$ cat src/rtl/demux1_4_capture.sv
// Beat-wise 1:4 capture: steers DATA_W-bit beats into four slots and hands out
// completed words through a valid/ack holding register. Optional macro: FRAME_SYNC_EN.
module demux1_4_capture #(
   parameter int DATA_W = 1
) (
   input  logic                clk,
   input  logic                rst_n,
   input  logic                din_valid,
   input  logic [DATA_W-1:0]   din,
`ifdef FRAME_SYNC_EN
   input  logic                din_sof,
`endif
   output logic [4*DATA_W-1:0] dout,
   output logic                dout_valid,
   input  logic                dout_ack,
   output logic [1:0]          slot,
   output logic                overflow,
   input  logic                clr_ovf
);

   logic                     sof_hit;
   logic [1:0]               slot_q, slot_d, wr_slot;
   logic [3:0][DATA_W-1:0]   asm_q, asm_d, full_word;
   logic [4*DATA_W-1:0]      dout_q, dout_d;
   logic                     dout_valid_q, dout_valid_d;
   logic                     overflow_q, overflow_d;
   logic                     frame_done, drop;

`ifdef FRAME_SYNC_EN
   assign sof_hit = din_valid & din_sof;
`else
   assign sof_hit = 1'b0;
`endif

   // Next-state: slot steering, word completion, holder handshake, sticky overflow
   always_comb begin
      wr_slot      = sof_hit ? 2'd0 : slot_q;
      frame_done   = din_valid & (wr_slot == 2'd3);
      full_word    = asm_q;
      full_word[3] = din;
      slot_d       = slot_q;
      asm_d        = asm_q;
      dout_d       = dout_q;
      dout_valid_d = dout_valid_q;
      overflow_d   = overflow_q;
      drop         = 1'b0;

      if (din_valid) begin
         asm_d[wr_slot] = din;
         slot_d         = wr_slot + 2'd1;
      end else begin
         slot_d = slot_q;
      end

      // A completing word may reuse the holder in the same cycle it is acked.
      if (frame_done) begin
         if (!dout_valid_q || dout_ack) begin
            dout_d       = full_word;
            dout_valid_d = 1'b1;
         end else begin
            drop = 1'b1;
         end
      end else if (dout_valid_q && dout_ack) begin
         dout_valid_d = 1'b0;
      end else begin
         dout_valid_d = dout_valid_q;
      end

      if (drop) begin
         overflow_d = 1'b1;
      end else if (clr_ovf) begin
         overflow_d = 1'b0;
      end else begin
         overflow_d = overflow_q;
      end
   end

   // State registers
   always_ff @(posedge clk or negedge rst_n) begin
      if (!rst_n) begin
         slot_q       <= 2'd0;
         asm_q        <= '0;
         dout_q       <= '0;
         dout_valid_q <= 1'b0;
         overflow_q   <= 1'b0;
      end else begin
         slot_q       <= slot_d;
         asm_q        <= asm_d;
         dout_q       <= dout_d;
         dout_valid_q <= dout_valid_d;
         overflow_q   <= overflow_d;
      end
   end

   assign dout       = dout_q;
   assign dout_valid = dout_valid_q;
   assign slot       = slot_q;
   assign overflow   = overflow_q;

endmodule

$ cat config.mk
export PLATFORM = sky130hd
export DESIGN_NAME = demux1_4_capture
export DESIGN_NICKNAME = d
export VERILOG_FILES = /design/src/rtl/demux1_4_capture.sv
export SDC_FILE = /design/constraint.sdc
export NUM_CORES = 1
export LEC_CHECK = 0
export ABC_AREA = 1
export BUFFER_PORTS_ARGS = -buffer_cell sky130_fd_sc_hd__buf_2
export CELL_PAD_IN_SITES_DETAIL_PLACEMENT = 1
export CELL_PAD_IN_SITES_GLOBAL_PLACEMENT = 1
export CORE_MARGIN = 2
export CORE_UTILIZATION = 36
export DETAILED_ROUTE_END_ITERATION = 10
export PLACE_DENSITY = 0.73
export SLEW_MARGIN = 20
export SYNTH_ARGS = -nofsm -noshare
export SYNTH_HDL_FRONTEND = slang
export SYNTH_SLANG_ARGS = --single-unit
$ cat constraint.sdc
create_clock -name clk -period 1.2 [get_ports clk]
set_input_delay 0.36 -clock clk [delete_from_list [all_inputs] [get_ports clk]]
set_output_delay 0.36 -clock clk [all_outputs]
set_load 0.05 [all_outputs]
# == After elaboration in Yosys (flattened, before gate mapping) ==
# Index checks and enable logic that the tools add are counted.
# totals
word_cells,32
inputBits,6
register_bits,12
mem_bits_ro,0
latchBits,0
memories,0
ram_bits,0
output_inout_bits,8
# op_classes
bitwise_logic,1
div,0
muxes,10
eq_ne,2
mul,0
magnitude_cmp,2
shift,0
n_addsub,1
n_reduce_logical,8
# op_table
op,count
2-to-1 mux 1 bit,8
bitwise mux 4 bit,1
AND reduction 2 bit,2
nonzero test 2 bit,2
less-than comparator 2 x 3 -> 1 bit (second input constant),1
adder 2 x 1 -> 2 bit (second input constant),1
demux 1 bit (select 2 bit),1
== test 2 bit (second input constant),1
greater-or-equal comparator 2 x 1 -> 1 bit (second input constant),1
logical AND 1 bit,2
!= test 2 x 1 -> 1 bit (second input constant),1
AND 1 bit,1
zero test 1 bit,1
logical OR 1 bit,1

# == Longest topological paths before layout ==
# logic_depth
word_depth,5
depth_mapped,6
ltp_nobuf,6

# == Least setup slack after synthesis ==
# No wires, ideal clock.
# synth_timing
path_type,reg2reg
start,"register slot_q[0], in the netlist slot[0]"
end,"register dout_q[0], in the netlist dout[0]"
path_stages_with_launch,7
t_required_ns,1.081
slack_ns,-0.152
synth_period_minus_slack_ns,1.352
path_buffers,0
setup_ns,0.119
arrival_time_ns,1.232
cell_sequence,dfrtp_1 -> ha_1 -> nand2_4 -> inv_4 -> nand2_2 -> nand2_1 -> nand2_1
# synth_via
elab_chain_len,3
# synth_lines
element,line,source
start: declaration,22,"logic [1:0] slot_q, slot_d, wr_slot;"
start signal: assignment,87,slot_q <= slot_d;
== test 2 bit,38,frame_done = din_valid & (wr_slot == 2'd3);
AND 1 bit,38,
AND reduction 2 bit (no source line),--,
end signal: assignment,89,dout_q <= dout_d;
end: declaration,24,"logic [4*DATA_W-1:0] dout_q, dout_d;"
# Every way passes these cells.
# A chain may end at the register's enable or synchronous reset.

# == Worst setup path after layout ==
# layout_timing
start,"register slot_q[0], in the netlist slot[0]"
end,output port slot[0]
# layout_lines
element,line,source
end: declaration,16,"output logic [1:0] slot,"
# No word-level cell between the ends.

==> out/results.ini <==
[detailed_routing]
wl_mm = 1.08
drc = 0
firstDrtPassIters = 1
drtIter0Drc = 0
dr_total_vias = 410
vias_per_cell = 4.61
drtAntennaViolNets = 0
wl_per_cell_um = 12.1

[placement]
dp_hpwl_um = 734
placed_area_um2 = 597
port_buffers = 13
gp_congestion = 0.698

[setup_path]
slowest_stage = dfrtp_2
crit_required_ps = 840
critPathTopFamily = flip-flops
crit_chain = buf_6
crit_path_end_kind = output pin
cp_max_fo = 2
worstSetupPathType = flip-flop to output pin
critPathLaunchType = flip-flop
worst-endpoint-arrival_ps = 830
cp_num_buf_inv = 1
cpPeakStageDelay_ps = 410

[final_layout]
nets = 85
multi_input_area_um2 = 205
antennaDiodeCount = 0
area_growth_pct = 40.6
layout-drive-gt1-share = 0.405
design_area_um2 = 723
n_fill_cell = 159
fin_util = 0.549
register_area_um2 = 278

[power_and_ir_drop]
p_clk_frac = 0.124
peakVddDrop_mv = 1.40
p_switching_w = 0.000927
comb_power_share = 0.565
p_leak_nw = 0.388
p_sw_frac = 0.455
power_density_nw_per_um2 = 2820
power.internal_w = 0.00111
pwr-share-seq = 0.311

[floorplan]
die-area_um2 = 1750
die_y_um = 41.8
core_area_um2 = 1320
io-pin-count = 14
fp.dieW_um = 41.8
rows = 13
start_util = 0.390

[timing]
grt_setup_unrepaired = true
final.period_utilization = 0.993
tightest_slew_ps = 256
hold_violations = 0
min_period_ps = 1190
clock_skew_ps = 2.34
setup_viol_count_final = 0
fmax_ghz = 0.839
max-slew-margin-rel = 0.829
drv_slew = 0

[global_route]
grt_pass1_wl_mm = 1.83
antenna_found_initial = 0
grt_pass1_vias = 435
gr-total-overflow = 0
track_usage = 0.142
grt_max_degree = 12

[synthesis]
netlist_instances = 51
syn_area_per_cell_um2 = 10.1
synthFlopType = dfrtp_1
yosysUniqueCellTypes = 14
synth_area_um2 = 514
synth_top_area_share = 0.535
synth-seq-cells = 11
synth_edf_count = 0
yosys.area.top_type = dfrtp_1
ys_top_cells_by_area = dfrtp_1 54%, nand2_1 12%, ha_1 9.7%, nand2_8 3.9%, nand3_1 3.9%
ys_warn_count = 0
synth_fp_nets = 61
yosys.cell_count.top_type = nand2_1
async_flop_share = 1.00
ys_seq_area_frac = 0.535
synthTopCellsByCount = 16 x nand2_1, 11 x dfrtp_1, 5 x inv_1, 4 x ha_1, 4 x nand3_1

[cts]
clk_path_buf_depth = 2
cts.sinks = 11
clock_latency_ps = 260
numCtsBuffers = 3
htreeDepth = 1
clkTransAtPathRegs_ps = 70
cts_tree = built
cts-root-buf = clkbuf_4

[hold_path]
min_path_type = input pin to flip-flop

[run]
max-cap-violations = 0

[outcome]
status = finished, final reports clean

==> per-layer routing <==
| layer | track usage | routed length (µm) | up-vias |
|---|---|---|---|
| met5 | 0 | 0 | - |
| met4 | 0.0968 | 10 | 0 |
| met3 | 0.0261 | 59 | 2 |
| met2 | 0.247 | 547 | 10 |
| met1 | 0.155 | 460 | 196 |
| li1 | - | - | 202 |
==> power by group through the flow <==
stage          Sequential, W  Clock, W  Combinational, W
2_1_floorplan        0.00102         0          0.000284
3_3_place_gp        0.000639         0          0.000867
3_5_place_dp        0.000645         0          0.000877
4_1_cts             0.000639  0.000264           0.00109
5_1_grt             0.000651  0.000279           0.00124
6_report            0.000634  0.000252           0.00115
==> metrics by stage <==
step                      power [W]  setup WS [ps]  hold WS (ps)  cells  TNS (ps)
final                       0.00204           8.45           297     89         0
after detailed placement    0.00152            164           248     79         0
after floorplan             0.00130           24.1          64.4     51         0
after global routing        0.00217          -24.3           304     89     -50.4
after CTS                   0.00199          -1.77           291     86     -1.77
after global placement      0.00151            187           245     79         0
==> worst paths after layout <==
check | startpoint | to | slack (ps) | cells after the start
max in group asynchronous | rst_n | slot[1]$_DFFE_PN0P_ | 490 | 2
setup reg to reg | slot[0]$_DFFE_PN0P_ | dout[3]$_DFFE_PN0P_ | 70 | 7
min in group asynchronous | rst_n | overflow$_DFFE_PN0P_ | 490 | 2
setup / recovery | slot[0]$_DFFE_PN0P_ | slot[0] | 8 | 1
hold reg to reg | dout[1]$_DFFE_PN0P_ | dout[1]$_DFFE_PN0P_ | 510 | 2
hold / removal | clr_ovf | overflow$_DFFE_PN0P_ | 300 | 2
==> placed cells by master, fill, tap and decap left out <==
master          n
o22ai_1         1
o21ai_0         1
xor2_1          1
buf_4           6
nand3_1         4
inv_2           1
inv_1           4
dlygate4sd3_1   1
dfrtp_1         9
nand2_2         1
inv_4           1
clkbuf_4        3
nand2_1        16
dfrtp_2         2
nand2_4         1
clkbuf_1        1
nand2_8         1
buf_2           5
o21ai_1         3
buf_6           8
ha_1            3
ha_2            1
==> flip-flops by register name (all words and copies together), names as in the netlist <==
signal      count
dout            4
asm_q           3
overflow        1
dout_valid      1
slot            2
==> what timing repair did <==
action,4_1_cts,5_1_grt
gates resized for setup,15,3
buffers inserted,2,3
hold buffers,1,0
hold endpoints to repair,11,0
setup endpoints to repair,8,13
==> cells by family (layout without fill, tap and decap cells) <==
family / Yosys count / after routing / synth area share
buf+inv: 7 / 30 / 0.0706
fa+ha+maj: 4 / 4 / 0.0973
flops: 11 / 11 / 0.535
compound gates: 5 / 5 / 0.0511
simple gates: 23 / 23 / 0.229
xor+xnor: 1 / 1 / 0.0170
==> area by class of cell <==
type | instances | share of cell area
timing repair buffer | 20 | 0.235
clock buffer | 4 | 0.0363
tap | 15 | 0.0260
sequential | 11 | 0.384
multi-input combinational | 33 | 0.284
inverter | 6 | 0.0346
No activity file was read; power rests on OpenSTA's default activity.
